--- config.mk ---
export PLATFORM = sky130hd
export DESIGN_NAME = ring_digit_scanner
export DESIGN_NICKNAME = d
export VERILOG_FILES = /design/src/rtl/ring_digit_scanner_pkg.sv /design/src/rtl/ring_digit_buffer.sv /design/src/rtl/ring_digit_scanner.sv
export SDC_FILE = /design/constraint.sdc
export NUM_CORES = 1
export LEC_CHECK = 0
export ABC_AREA = 1
export ABC_CLOCK_PERIOD_IN_PS = 6100
export CAP_MARGIN = 20
export CORE_UTILIZATION = 56
export CTS_CLUSTER_DIAMETER = 40
export DETAILED_ROUTE_END_ITERATION = 7
export GPL_ROUTABILITY_DRIVEN = 1
export PLACE_DENSITY = 0.82
export REMOVE_ABC_BUFFERS = 1
export SLEW_MARGIN = 20
export SYNTH_ARGS = -nofsm -noshare
export SYNTH_HDL_FRONTEND = slang
export SYNTH_SLANG_ARGS = --single-unit
--- constraint.sdc ---
create_clock -name clk -period 6.1 [get_ports clk]
set_input_delay 1.83 -clock clk [delete_from_list [all_inputs] [get_ports clk]]
set_output_delay 1.83 -clock clk [all_outputs]
set_load 0.02 [all_outputs]
--- src/rtl/ring_digit_scanner_pkg.sv ---
// Shared types and helpers for the ring-counter digit scanner: FSM states,
// digit count, one-hot rotation and one-hot to index decode.
package ring_digit_scanner_pkg;

   typedef enum logic [1:0] {
      SYNC  = 2'd0,
      RUN   = 2'd1,
      FAULT = 2'd2
   } state_t;

   localparam int NDIG = 4;

   function automatic logic [3:0] rotl4(input logic [3:0] v);
      return {v[2:0], v[3]};
   endfunction

   function automatic logic [1:0] onehot_idx(input logic [3:0] v);
      logic [1:0] idx;
      idx = 2'd0;
      for (int i = 0; i < NDIG; i++) begin
         if (v[i]) idx = 2'(i);
      end
      return idx;
   endfunction

endpackage

--- src/rtl/ring_digit_buffer.sv ---
// Shadow/active double buffer: loads land in shadow, and the shadow is promoted
// to active only at a frame boundary so a scan never mixes two words.
module ring_digit_buffer #(
   parameter int W = 16
) (
   input  logic         clk,
   input  logic         rst,
   input  logic [W-1:0] din,
   input  logic         load,
   input  logic         swap,
   output logic [W-1:0] frame_word
);

   logic [W-1:0] shadow_q, shadow_d;
   logic [W-1:0] active_q, active_d;
   logic         pending_q, pending_d;
   logic         do_swap;

   always_ff @(posedge clk) begin
      if (rst) begin
         shadow_q  <= '0;
         active_q  <= '0;
         pending_q <= 1'b0;
      end else begin
         shadow_q  <= shadow_d;
         active_q  <= active_d;
         pending_q <= pending_d;
      end
   end

   always_comb begin
      do_swap   = swap && pending_q;
      shadow_d  = load ? din : shadow_q;
      active_d  = do_swap ? shadow_q : active_q;
      pending_d = pending_q;
      if (do_swap) pending_d = 1'b0;
      // A load on the swap edge becomes the next frame's pending word.
      if (load) pending_d = 1'b1;
      frame_word = do_swap ? shadow_q : active_q;
   end

endmodule

--- src/rtl/ring_digit_scanner.sv ---
// Digit scanner driven by a one-hot ring counter: checks the rotation,
// strobes one digit per cycle, and blanks/counts on sequence faults.
module ring_digit_scanner
   import ring_digit_scanner_pkg::*;
#(
   parameter int DW   = 4,
   parameter int HOLD = 8,
   parameter int ERRW = 8
) (
   input  logic              clk,
   input  logic              rst,
   input  logic [3:0]        phase,
   input  logic [4*DW-1:0]   din,
   input  logic              load,
   output logic [3:0]        an,
   output logic [DW-1:0]     seg,
   output logic              phase_err,
   output logic              fault_active,
   output logic [ERRW-1:0]   err_count
);

   localparam int HW = (HOLD > 1) ? $clog2(HOLD) : 1;

   state_t            state_q, state_d;
   logic [HW-1:0]     hold_q, hold_d;
   logic [3:0]        prev_q, prev_d;
   logic [3:0]        an_q, an_d;
   logic [DW-1:0]     seg_q, seg_d;
   logic              perr_q, perr_d;
   logic              fault_q, fault_d;
   logic [ERRW-1:0]   err_q, err_d;
   logic              accept;
   logic              bad;
   logic              boundary;
   logic [4*DW-1:0]   frame_word;

   ring_digit_buffer #(.W(4*DW)) u_buf (
      .clk        (clk),
      .rst        (rst),
      .din        (din),
      .load       (load),
      .swap       (boundary),
      .frame_word (frame_word)
   );

   always_ff @(posedge clk) begin
      if (rst) begin
         state_q <= SYNC;
         hold_q  <= '0;
         prev_q  <= '0;
         an_q    <= '0;
         seg_q   <= '0;
         perr_q  <= 1'b0;
         fault_q <= 1'b0;
         err_q   <= '0;
      end else begin
         state_q <= state_d;
         hold_q  <= hold_d;
         prev_q  <= prev_d;
         an_q    <= an_d;
         seg_q   <= seg_d;
         perr_q  <= perr_d;
         fault_q <= fault_d;
         err_q   <= err_d;
      end
   end

   always_comb begin
      state_d = state_q;
      hold_d  = hold_q;
      prev_d  = prev_q;
      accept  = 1'b0;
      bad     = 1'b0;
      case (state_q)
         SYNC: begin
            // Illegal phases are simply ignored while waiting for lock.
            if (phase == 4'b0001) begin
               state_d = RUN;
               accept  = 1'b1;
            end
         end
         RUN: begin
            if (phase == rotl4(prev_q)) begin
               accept = 1'b1;
            end else begin
               state_d = FAULT;
               hold_d  = HW'(HOLD - 1);
               bad     = 1'b1;
            end
         end
         FAULT: begin
            if (hold_q == '0) state_d = SYNC;
            else              hold_d  = hold_q - HW'(1);
         end
         default: state_d = SYNC;
      endcase
      if (accept) prev_d = phase;
      boundary = accept && (phase == 4'b0001);
   end

   always_comb begin
      an_d    = accept ? phase : 4'b0000;
      seg_d   = accept ? frame_word[onehot_idx(phase)*DW +: DW] : '0;
      perr_d  = bad;
      fault_d = (state_d == FAULT);
      err_d   = err_q;
      if (bad && (err_q != '1)) err_d = err_q + ERRW'(1);
   end

   assign an           = an_q;
   assign seg          = seg_q;
   assign phase_err    = perr_q;
   assign fault_active = fault_q;
   assign err_count    = err_q;

endmodule

==> metrics.yaml, run 1 <==
status:
  outcome: "finished clean"
critical_path:
  worstPathArrival_ns: 4.27
  r2r_end: "seg[0]$_SDFF_PP0_"
  crit_fanout: 19
  reg2regPathDepth: 9
  cp-startpoint: "phase[3]"
  cp.required_ns: 6.30
  worst_setup_path_start_kind: "primary input"
  crit_chain: "clkdlybuf4s50_1, inv_2, nand2_4, nor3_4, nand2_2, nand2_4, nand3_4, nand2_1, nand3_1, nand3_1, a21oi_1"
  crit_end: "seg[0]$_SDFF_PP0_"
  end_kind: "flop"
  r2r_slack_ns: 4.15
  worstSetupPathType: "in2reg"
  max_stage_delay_ns: 0.55
  cp_slowest_cell: "clkdlybuf4s50_1"
  rr_startpoint: "state_q[1]$_SDFF_PP0_"
grt:
  overflow: 0
  grt_pass1_wl_um: 8690
  use_met2: 0.363
  grt-busiest-layer: "met2"
  grt_max_degree: 28
  grt.met1_usage: 0.356
  first_global_vias: 1901
  track_usage: 0.252
  antenna_found_initial: 0
  gr-usage-met3: 0.0510
timing:
  drv_slew: 0
  tns_ns: 0
  slew_headroom: 0.360
  worst_pin_slew_ns: 0.956
  rsz0062_at_grt: "false"
  setup_slack_ns: 2.03
  setup_viol: 0
  fin_crit_sh: 0.667
  fin_worst_skew_ns: 0.00616
  max_freq_mhz: 246
  hold_viol_final: 0
  fin_crit_ns: 4.07
clock_network:
  cts_buffer_depth: 2
  cts_buffers: 9
  clockRootBuffer: "clkbuf_8"
  insertion_delay_ns: 0.33
  post_cts_resized: 0
  clk_pin_slew_ns: 0.06
  cts_tree: "done"
  cts_hold_buf: 0
  post_cts_buffers: 0
  clkSinkCount: 60
  htree_levels: 3
synth:
  yosysWarnings: 0
  syn_inst: 318
  synthFlopType: "dfxtp_1"
  synth_top_area_cell: "dfxtp_1"
  synth_top_area_frac: 0.480
  synth_edf_count: 0
  ys_ff_latch: 60
  synth_area_leaders: "dfxtp_1, nor2_1, a21oi_1"
  seq_area_frac_synth: 0.480
  synth_cell_types: 31
  syn_area_mm2: 0.00250
  ys_top_cells_by_count: "dfxtp_1, nor2_1, nand2_1, a21oi_1, nand3_1"
  synth.most_common_cell: "dfxtp_1"
  synthArstFlopShare: 0
  avgSynthCellArea_um2: 7.88
flow_run:
  drv_cap: 0
power:
  p_per_area_mw_per_mm2: 263
  ir_drop_v: 0.000159
  p_leak_nw: 1.19
floorplanning:
  die_area_mm2: 0.00474
  start_util: 0.604
  fp.dieW_um: 68.9
  rows: 23
  die_y_um: 68.9
  core_mm2: 0.00414
  design.portCount: 41
finish:
  nNetsFinal: 385
  final_layout_size_suffix_gt1_frac: 0.0556
  fillers: 314
  finalInstanceArea_mm2: 0.00307
  areaGrowthSynthToFinish_pct: 22.7
  diodes: 0
drt:
  vias: 2263
  detail_route.wl_per_cell_um: 12.7
  drc_errors: 0
  totalWireLength_um: 5210
  ant_nets: 0
  drt_iter0_drc: 217
  first_pass_iters: 4
  viasPerCell: 5.52
placed_design:
  dp_hpwl_um: 3540
  pre_cts_slack_ns: 1.76
  finalWeightedCongestion: 0.823
  dpl-instance-area_mm2: 0.00289
  io_buffers: 40
worst_hold_path:
  min_path_type: "reg2reg"
-- final cells by class --
class	instances	area (µm²)	area share
sequential	60	1200	0.391
multi-input combinational	218	1130	0.368
timing repair buffer	40	400	0.130
clock buffer	15	176	0.0574
inverter	26	97.6	0.0318
tap	50	62.6	0.0204
clock inverter	1	5.00	0.00163
-- cell usage in the layout, fill, tap and decap left out, types with 2 or more instances in the layout --
cell              n
nand3_1          32
dfxtp_1          60
nor2_1           45
clkbuf_1          3
ha_1              7
nor3_1            5
nand4_1          18
clkbuf_8         12
inv_1            24
nand2_4           2
o22ai_1           4
nand2_1          38
clkdlybuf4s50_1  40
o21ai_0          22
a21oi_1          32
inv_2             2
-- kinds of logic after synthesis --
family	Yosys count	share of synthesized area
AND/OR/NAND/NOR	146	0.276
AO/OA/AOI/OAI	63	0.133
flip-flops	60	0.480
buffers and inverters	40	0.0694
adder cells (fa/ha/maj)	7	0.0350
XOR/XNOR	2	0.00699
-- worst min path at each step --
stage                                        startpoint                       endpoint  slack, ns  cells past startpoint
after floorplan            u_buf.active_q[0]$_SDFF_PP0_   u_buf.active_q[0]$_SDFF_PP0_       0.44                      2
after global placement     u_buf.active_q[6]$_SDFF_PP0_   u_buf.active_q[6]$_SDFF_PP0_       0.46                      2
after detailed placement   u_buf.active_q[8]$_SDFF_PP0_   u_buf.active_q[8]$_SDFF_PP0_       0.46                      2
after CTS                 u_buf.active_q[15]$_SDFF_PP0_  u_buf.active_q[15]$_SDFF_PP0_       0.47                      2
after global routing       u_buf.active_q[8]$_SDFF_PP0_   u_buf.active_q[8]$_SDFF_PP0_       0.49                      2
final                      u_buf.active_q[0]$_SDFF_PP0_   u_buf.active_q[0]$_SDFF_PP0_       0.47                      2
-- power by group --
part	internal, mW	switching (mW)
Clock	0.181	0.143
Combinational	0.0314	0.0402
Sequential	0.405	0.00905
-- critical path, delay by kind of cell --
kind / cells / cell delay [ns]
AND/OR/NAND/NOR: 8 / 1.64
AO/OA/AOI/OAI: 1 / 0.07
buffers and inverters: 2 / 0.71
-- per-layer routing --
layer / wire length (µm) / part of all wire
met3: 265 / 0.051
met1: 2570 / 0.49
met2: 2290 / 0.44
met4: 91 / 0.017
met5: 0 / 0
-- flip-flops by register name, indices dropped and copies added (netlist names) --
register         flops
an                   4
prev_q               4
fault_active         1
state_q              2
err_count            8
hold_q               3
u_buf.shadow_q      16
u_buf.pending_q      1
u_buf.active_q      16
seg                  4
phase_err            1
-- metrics by stage --
step | power, mW | utilization | hold WS [ns] | std cells
finish | 0.809 | 0.742 | 0.473 | 410
CTS | 0.809 | 0.742 | 0.472 | 410
global route | 0.844 | 0.742 | 0.487 | 410
floorplan | 0.459 | - | 0.441 | 304
global placement | 0.491 | 0.698 | 0.456 | 394
detailed placement | 0.492 | 0.698 | 0.463 | 394
Power figures use the tool's default switching activity.
==> run 2: changes to the inputs <==
--- a/config.mk
+++ b/config.mk
@@ -6,13 +6,13 @@
 export NUM_CORES = 1
 export LEC_CHECK = 0
 export ABC_AREA = 1
-export ABC_CLOCK_PERIOD_IN_PS = 6100
+export ABC_CLOCK_PERIOD_IN_PS = 3810
 export CAP_MARGIN = 20
-export CORE_UTILIZATION = 56
+export CORE_UTILIZATION = 52
 export CTS_CLUSTER_DIAMETER = 40
 export DETAILED_ROUTE_END_ITERATION = 7
 export GPL_ROUTABILITY_DRIVEN = 1
-export PLACE_DENSITY = 0.82
+export PLACE_DENSITY = 0.77
 export REMOVE_ABC_BUFFERS = 1
 export SLEW_MARGIN = 20
 export SYNTH_ARGS = -nofsm -noshare
==> constraint.sdc (replaced) <==
create_clock -name clk -period 3.81 [get_ports clk]
set_input_delay 1.143 -clock clk [delete_from_list [all_inputs] [get_ports clk]]
set_output_delay 1.143 -clock clk [all_outputs]
set_load 0.02 [all_outputs]
==> metrics.yaml, run 2 (synthesized netlist as in run 1, its figures left out) <==
grt:
  grt_pass1_wl_um: 9070  # was 8690 µm
  first_global_vias: 2006  # was 1901
  track_usage: 0.233  # was 0.252
  antenna_found_initial: 0  # unchanged
  grt_max_degree: 27  # was 28
  overflow: 0  # unchanged
drt:
  drt_iter0_drc: 170  # was 217
  vias: 2237  # was 2263
  detail_route.wl_per_cell_um: 13.1  # was 12.7 µm
  ant_nets: 0  # unchanged
  viasPerCell: 5.42  # was 5.52
  drc_errors: 3  # was 0
  first_pass_iters: 7  # was 4
  totalWireLength_um: 5390  # was 5210 µm
critical_path:
  worst_setup_path_start_kind: "primary input"  # unchanged
  cp.required_ns: 4.02  # was 6.30 ns
  end_kind: "flop"  # unchanged
  reg2regPathDepth: 9  # unchanged
  worstSetupPathType: "in2reg"  # unchanged
  worstPathArrival_ns: 3.31  # was 4.27 ns
  crit_fanout: 18  # was 19
clock_network:
  htree_levels: 3  # unchanged
  cts_buffer_depth: 2  # unchanged
  clockRootBuffer: "clkbuf_8"  # unchanged
  post_cts_buffers: 0  # unchanged
  insertion_delay_ns: 0.34  # was 0.33 ns
  post_cts_resized: 0  # unchanged
  clk_pin_slew_ns: 0.06  # about the same
  cts_buffers: 9  # unchanged
  cts_hold_buf: 0  # unchanged
  cts_tree: "done"  # unchanged
  clkSinkCount: 60  # unchanged
timing:
  setup_viol: 0  # unchanged
  worst_pin_slew_ns: 0.708  # was 0.956 ns
  rsz0062_at_grt: "false"  # unchanged
  hold_viol_final: 0  # unchanged
  max_freq_mhz: 323
  fin_crit_ns: 3.10
  fin_worst_skew_ns: 0.00569  # was 0.00616 ns
  drv_slew: 0  # unchanged
  tns_ns: 0  # unchanged
  slew_headroom: 0.528  # was 0.360
  fin_crit_sh: 0.813
  holdWs_ns: 0.472  # was 0.473 ns
status:
  outcome: "finished with violations"  # was finished clean
  violations: "DRC"
finish:
  diodes: 0  # unchanged
  fin_cells: 413  # was 410
  final_common_cell: "dfxtp_1"  # unchanged
  final_layout_size_suffix_gt1_frac: 0.0665  # was 0.0556
  areaGrowthSynthToFinish_pct: 23.4  # was 22.7%
  final_cell_mix: "dfxtp_1, nor2_1, clkdlybuf4s50_1, nand2_1"  # unchanged
  nNetsFinal: 388  # was 385
floorplanning:
  core_mm2: 0.00450  # was 0.00414 mm²
  start_util: 0.556  # was 0.604
  rows: 24  # was 23
  die_y_um: 71.4  # was 68.9 µm
  fp.dieW_um: 71.4  # was 68.9 µm
  die_area_mm2: 0.00510  # was 0.00474 mm²
  design.portCount: 41  # unchanged
worst_hold_path:
  min_path_type: "reg2reg"  # unchanged
  whs_path_depth: 2  # unchanged
placed_design:
  placedCellCount: 399  # was 394
  dp_hpwl_um: 3710  # was 3540 µm
  finalWeightedCongestion: 0.820  # was 0.823
  io_buffers: 40  # unchanged
flow_run:
  drv_cap: 0  # unchanged
power:
  ir_drop_v: 0.000249  # was 0.000159 V
  p_per_area_mw_per_mm2: 416  # was 263 mW/mm²
  p_leak_nw: 1.20  # was 1.19 nW
## run 2: cell types whose count changed in the layout (fill, tap and decap cells not counted), sizes merged
cell,change
buf,+3
clkbuf,-3
clkinv,+1
## run 2: through the flow
stage	worst slack [ns]	power, mW	utilization	cell area [µm²]
floorplan	1.11	0.736	-	2430
global placement	0.477	0.789	0.648	2920
detailed placement	0.405	0.791	0.648	2920
CTS	0.749	1.30	0.686	3090
global route	0.517	1.35	0.686	3090
finish	0.713	1.29	0.686	3090
## run 2: cell type report
type                       instances  area [µm²]
clock buffer                      12         165
fill                             387        1410
tap                               52        65.1
timing repair buffer              43         423
sequential                        60        1200
clock inverter                     2        10.0
inverter                          26        97.6
multi-input combinational        218        1130
## run 2: metal layers
metal	global-route usage	routed length [µm]
met1	0.312	2620
met2	0.346	2360
met3	0.0731	324
met4	0.100	82
met5	0	0
## run 2: critical path: stages
cell and delay, ns:
clkdlybuf4s50_1 0.63, inv_2 0.11, nand2_1 0.07, nand2_1 0.05, nor2_1 0.11, nand3_1 0.25
nand2_4 0.26, nand3_4 0.23, nand2_1 0.16, nand3_1 0.10, nand3_1 0.12, a21oi_1 0.07
## run 2: where the power goes
group          switching, mW  total, mW  internal [mW]
combinational         0.0644      0.116         0.0519
clock                  0.229      0.508          0.279
sequential            0.0141      0.662          0.648
## run 2: final timing paths
kind	start	endpoint	slack (ns)
min reg2reg	u_buf.active_q[15]$_SDFF_PP0_	u_buf.active_q[15]$_SDFF_PP0_	0.47
max	phase[3]	seg[2]$_SDFF_PP0_	0.71
min	u_buf.active_q[15]$_SDFF_PP0_	u_buf.active_q[15]$_SDFF_PP0_	0.47
max reg2reg	state_q[1]$_SDFF_PP0_	seg[2]$_SDFF_PP0_	1.83
==> run 3: changes to the inputs <==
--- a/config.mk
+++ b/config.mk
@@ -6,7 +6,7 @@
 export NUM_CORES = 1
 export LEC_CHECK = 0
 export ABC_AREA = 1
-export ABC_CLOCK_PERIOD_IN_PS = 3810
+export ABC_CLOCK_PERIOD_IN_PS = 2900
 export CAP_MARGIN = 20
 export CORE_UTILIZATION = 52
 export CTS_CLUSTER_DIAMETER = 40
==> constraint.sdc (replaced) <==
create_clock -name clk -period 2.9 [get_ports clk]
set_input_delay 0.87 -clock clk [delete_from_list [all_inputs] [get_ports clk]]
set_output_delay 0.87 -clock clk [all_outputs]
set_load 0.02 [all_outputs]
==> metrics.yaml, run 3 (synthesized netlist as in run 1, its figures left out) <==
finish:
  final_cell_mix: "dfxtp_1, nor2_1, clkdlybuf4s50_1, nand2_1"  # unchanged
  areaGrowthSynthToFinish_pct: 25.7  # was 23.4%
  multiInputGateArea_mm2: 0.00113  # unchanged
  utilization: 0.699  # was 0.686
  nNetsFinal: 394  # was 388
  fillers: 384  # was 387
  final_layout_size_suffix_gt1_frac: 0.0867  # was 0.0665
  regArea_mm2: 0.00120  # unchanged
  fin_cells: 421  # was 413
  final_common_cell: "dfxtp_1"  # unchanged
  diodes: 0  # unchanged
timing:
  max_freq_mhz: 407
  holdWs_ns: 0.471  # was 0.472 ns
  setup_slack_ns: 0.441  # was 0.713 ns
  fin_crit_ns: 2.46
  hold_viol_final: 0  # unchanged
  setup_viol: 0  # unchanged
  tns_ns: 0  # unchanged
  fin_worst_skew_ns: 0.00876  # was 0.00569 ns
  rsz0062_at_grt: "false"  # unchanged
  drv_slew: 0  # unchanged
  slew_headroom: 0.572  # was 0.528
  worst_pin_slew_ns: 0.641  # was 0.708 ns
  fin_crit_sh: 0.848
power:
  power.share.clock: 0.403  # was 0.395
  power_switching_share: 0.248  # was 0.239
  ir_drop_v: 0.000442  # was 0.000249 V
  p_leak_nw: 1.24  # was 1.20 nW
  power.internal_mw: 1.30  # was 979 µW
  p_comb_frac: 0.092  # was 0.090
  sequentialPowerShare: 0.505  # was 0.515
  switching_power_uw: 429  # was 307 µW
  p_per_area_mw_per_mm2: 548  # was 416 mW/mm²
clock_network:
  cts_tree: "done"  # unchanged
  post_cts_resized: 0  # unchanged
  post_cts_buffers: 0  # unchanged
  cts_hold_buf: 0  # unchanged
  clkSinkCount: 60  # unchanged
  htree_levels: 3  # unchanged
  cts_buffer_depth: 2  # unchanged
  clk_pin_slew_ns: 0.06  # about the same
  cts_buffers: 9  # unchanged
  clockRootBuffer: "clkbuf_8"  # unchanged
  insertion_delay_ns: 0.34  # about the same
drt:
  drt_iter0_drc: 184  # was 170
  viasPerCell: 5.35  # was 5.42
  ant_nets: 0  # unchanged
  drc_errors: 3  # unchanged
  vias: 2251  # was 2237
  first_pass_iters: 6  # was 7
  detail_route.wl_per_cell_um: 12.8  # was 13.1 µm
  totalWireLength_um: 5390  # about the same
placed_design:
  io_buffers: 40  # unchanged
  dp_hpwl_um: 3610  # was 3710 µm
  pre_cts_slack_ns: 0.110  # was 0.405 ns
  finalWeightedCongestion: 0.855  # was 0.820
  placedCellCount: 405  # was 399
floorplanning:
  start_util: 0.556  # unchanged
  fp.dieW_um: 71.4  # unchanged
  rows: 24  # unchanged
  die_area_mm2: 0.00510  # unchanged
  design.portCount: 41  # unchanged
  core_mm2: 0.00450  # unchanged
  die_y_um: 71.4  # unchanged
worst_hold_path:
  hold_start: "u_buf.active_q[12]$_SDFF_PP0_"  # was u_buf.active_q[15]$_SDFF_PP0_
  min_path_type: "reg2reg"  # unchanged
grt:
  first_global_vias: 2030  # was 2006
  antenna_found_initial: 0  # unchanged
  grt_pass1_wl_um: 9300  # was 9070 µm
  track_usage: 0.239  # was 0.233
  overflow: 0  # unchanged
  grt_max_degree: 27  # unchanged
critical_path:
  r2r_end: "err_count[5]$_SDFFE_PP0P_"  # was seg[2]$_SDFF_PP0_
  cp-startpoint: "phase[0]"  # was phase[3]
  end_kind: "flop"  # unchanged
  worstSetupPathType: "in2reg"  # unchanged
  worstPathArrival_ns: 2.72  # was 3.31 ns
  cp.required_ns: 3.16  # was 4.02 ns
  reg2regPathDepth: 7  # was 9
  crit_fanout: 11  # was 18
  crit_end: "seg[3]$_SDFF_PP0_"  # was seg[2]$_SDFF_PP0_
  worst_setup_path_start_kind: "primary input"  # unchanged
  r2r_slack_ns: 1.16  # was 1.83 ns
  rr_startpoint: "err_count[0]$_SDFFE_PP0P_"  # was state_q[1]$_SDFF_PP0_
flow_run:
  drv_cap: 0  # unchanged
status:
  violations: "DRC"  # unchanged
  outcome: "finished with violations"  # unchanged
[run 3: cell types whose count changed in the layout (fill, tap and decap cells not counted), sizes merged]
cell,delta
clkinv,+1
clkinvlp,+1
buf,+6
[run 3: worst max-delay path, stage by stage]
cell	delay, ns
clkdlybuf4s50_1	0.48
inv_1	0.11
nand2_1	0.08
nand2_1	0.05
nor2_1	0.15
nand3_1	0.16
nand2_4	0.14
buf_4	0.18
nand4_1	0.12
nand3_1	0.13
nand3_1	0.09
a21oi_1	0.15
[run 3: cell type report]
cell class / instances / share of cell area
Clock inverter: 4 / 0.00715
Tap cell: 52 / 0.0207
Multi-Input combinational cell: 218 / 0.359
Timing Repair Buffer: 49 / 0.149
Inverter: 26 / 0.0310
Clock buffer: 12 / 0.0524
Sequential cell: 60 / 0.381
[run 3: through the flow]
| step | power, mW | cell area [µm²] |
|---|---|---|
| final | 1.73 | 3150 |
| after global routing | 1.80 | 3150 |
| after detailed placement | 1.05 | 2960 |
| after global placement | 1.04 | 2960 |
| after floorplan | 0.966 | 2430 |
| after CTS | 1.74 | 3150 |
[run 3: how the worst min path moves through the flow]
| stage | endpoint | slack (ns) | depth (start not counted) |
|---|---|---|---|
| after floorplan | u_buf.active_q[0]$_SDFF_PP0_ | 0.44 | 2 |
| after global placement | u_buf.active_q[12]$_SDFF_PP0_ | 0.46 | 2 |
| after detailed placement | u_buf.active_q[12]$_SDFF_PP0_ | 0.46 | 2 |
| after CTS | u_buf.active_q[12]$_SDFF_PP0_ | 0.47 | 2 |
| after global routing | u_buf.active_q[9]$_SDFF_PP0_ | 0.49 | 2 |
| final | u_buf.active_q[12]$_SDFF_PP0_ | 0.47 | 2 |
[run 3: power by group through the flow]
stage               registers, mW  logic (mW)  clock network (mW)
finish                      0.871       0.159               0.696
floorplan                   0.886      0.0805                   0
CTS                         0.871       0.160               0.709
global placement            0.888       0.155                   0
detailed placement          0.889       0.157                   0
global route                0.874       0.180               0.746
[run 3: routing by layer]
| layer | global-route usage | routed length, µm | vias up |
|---|---|---|---|
| met4 | 0.104 | 45 | 0 |
| met2 | 0.337 | 2300 | 77 |
| li1 | - | - | 1178 |
| met1 | 0.335 | 2670 | 990 |
| met5 | 0 | 0 | - |
| met3 | 0.0745 | 370 | 6 |
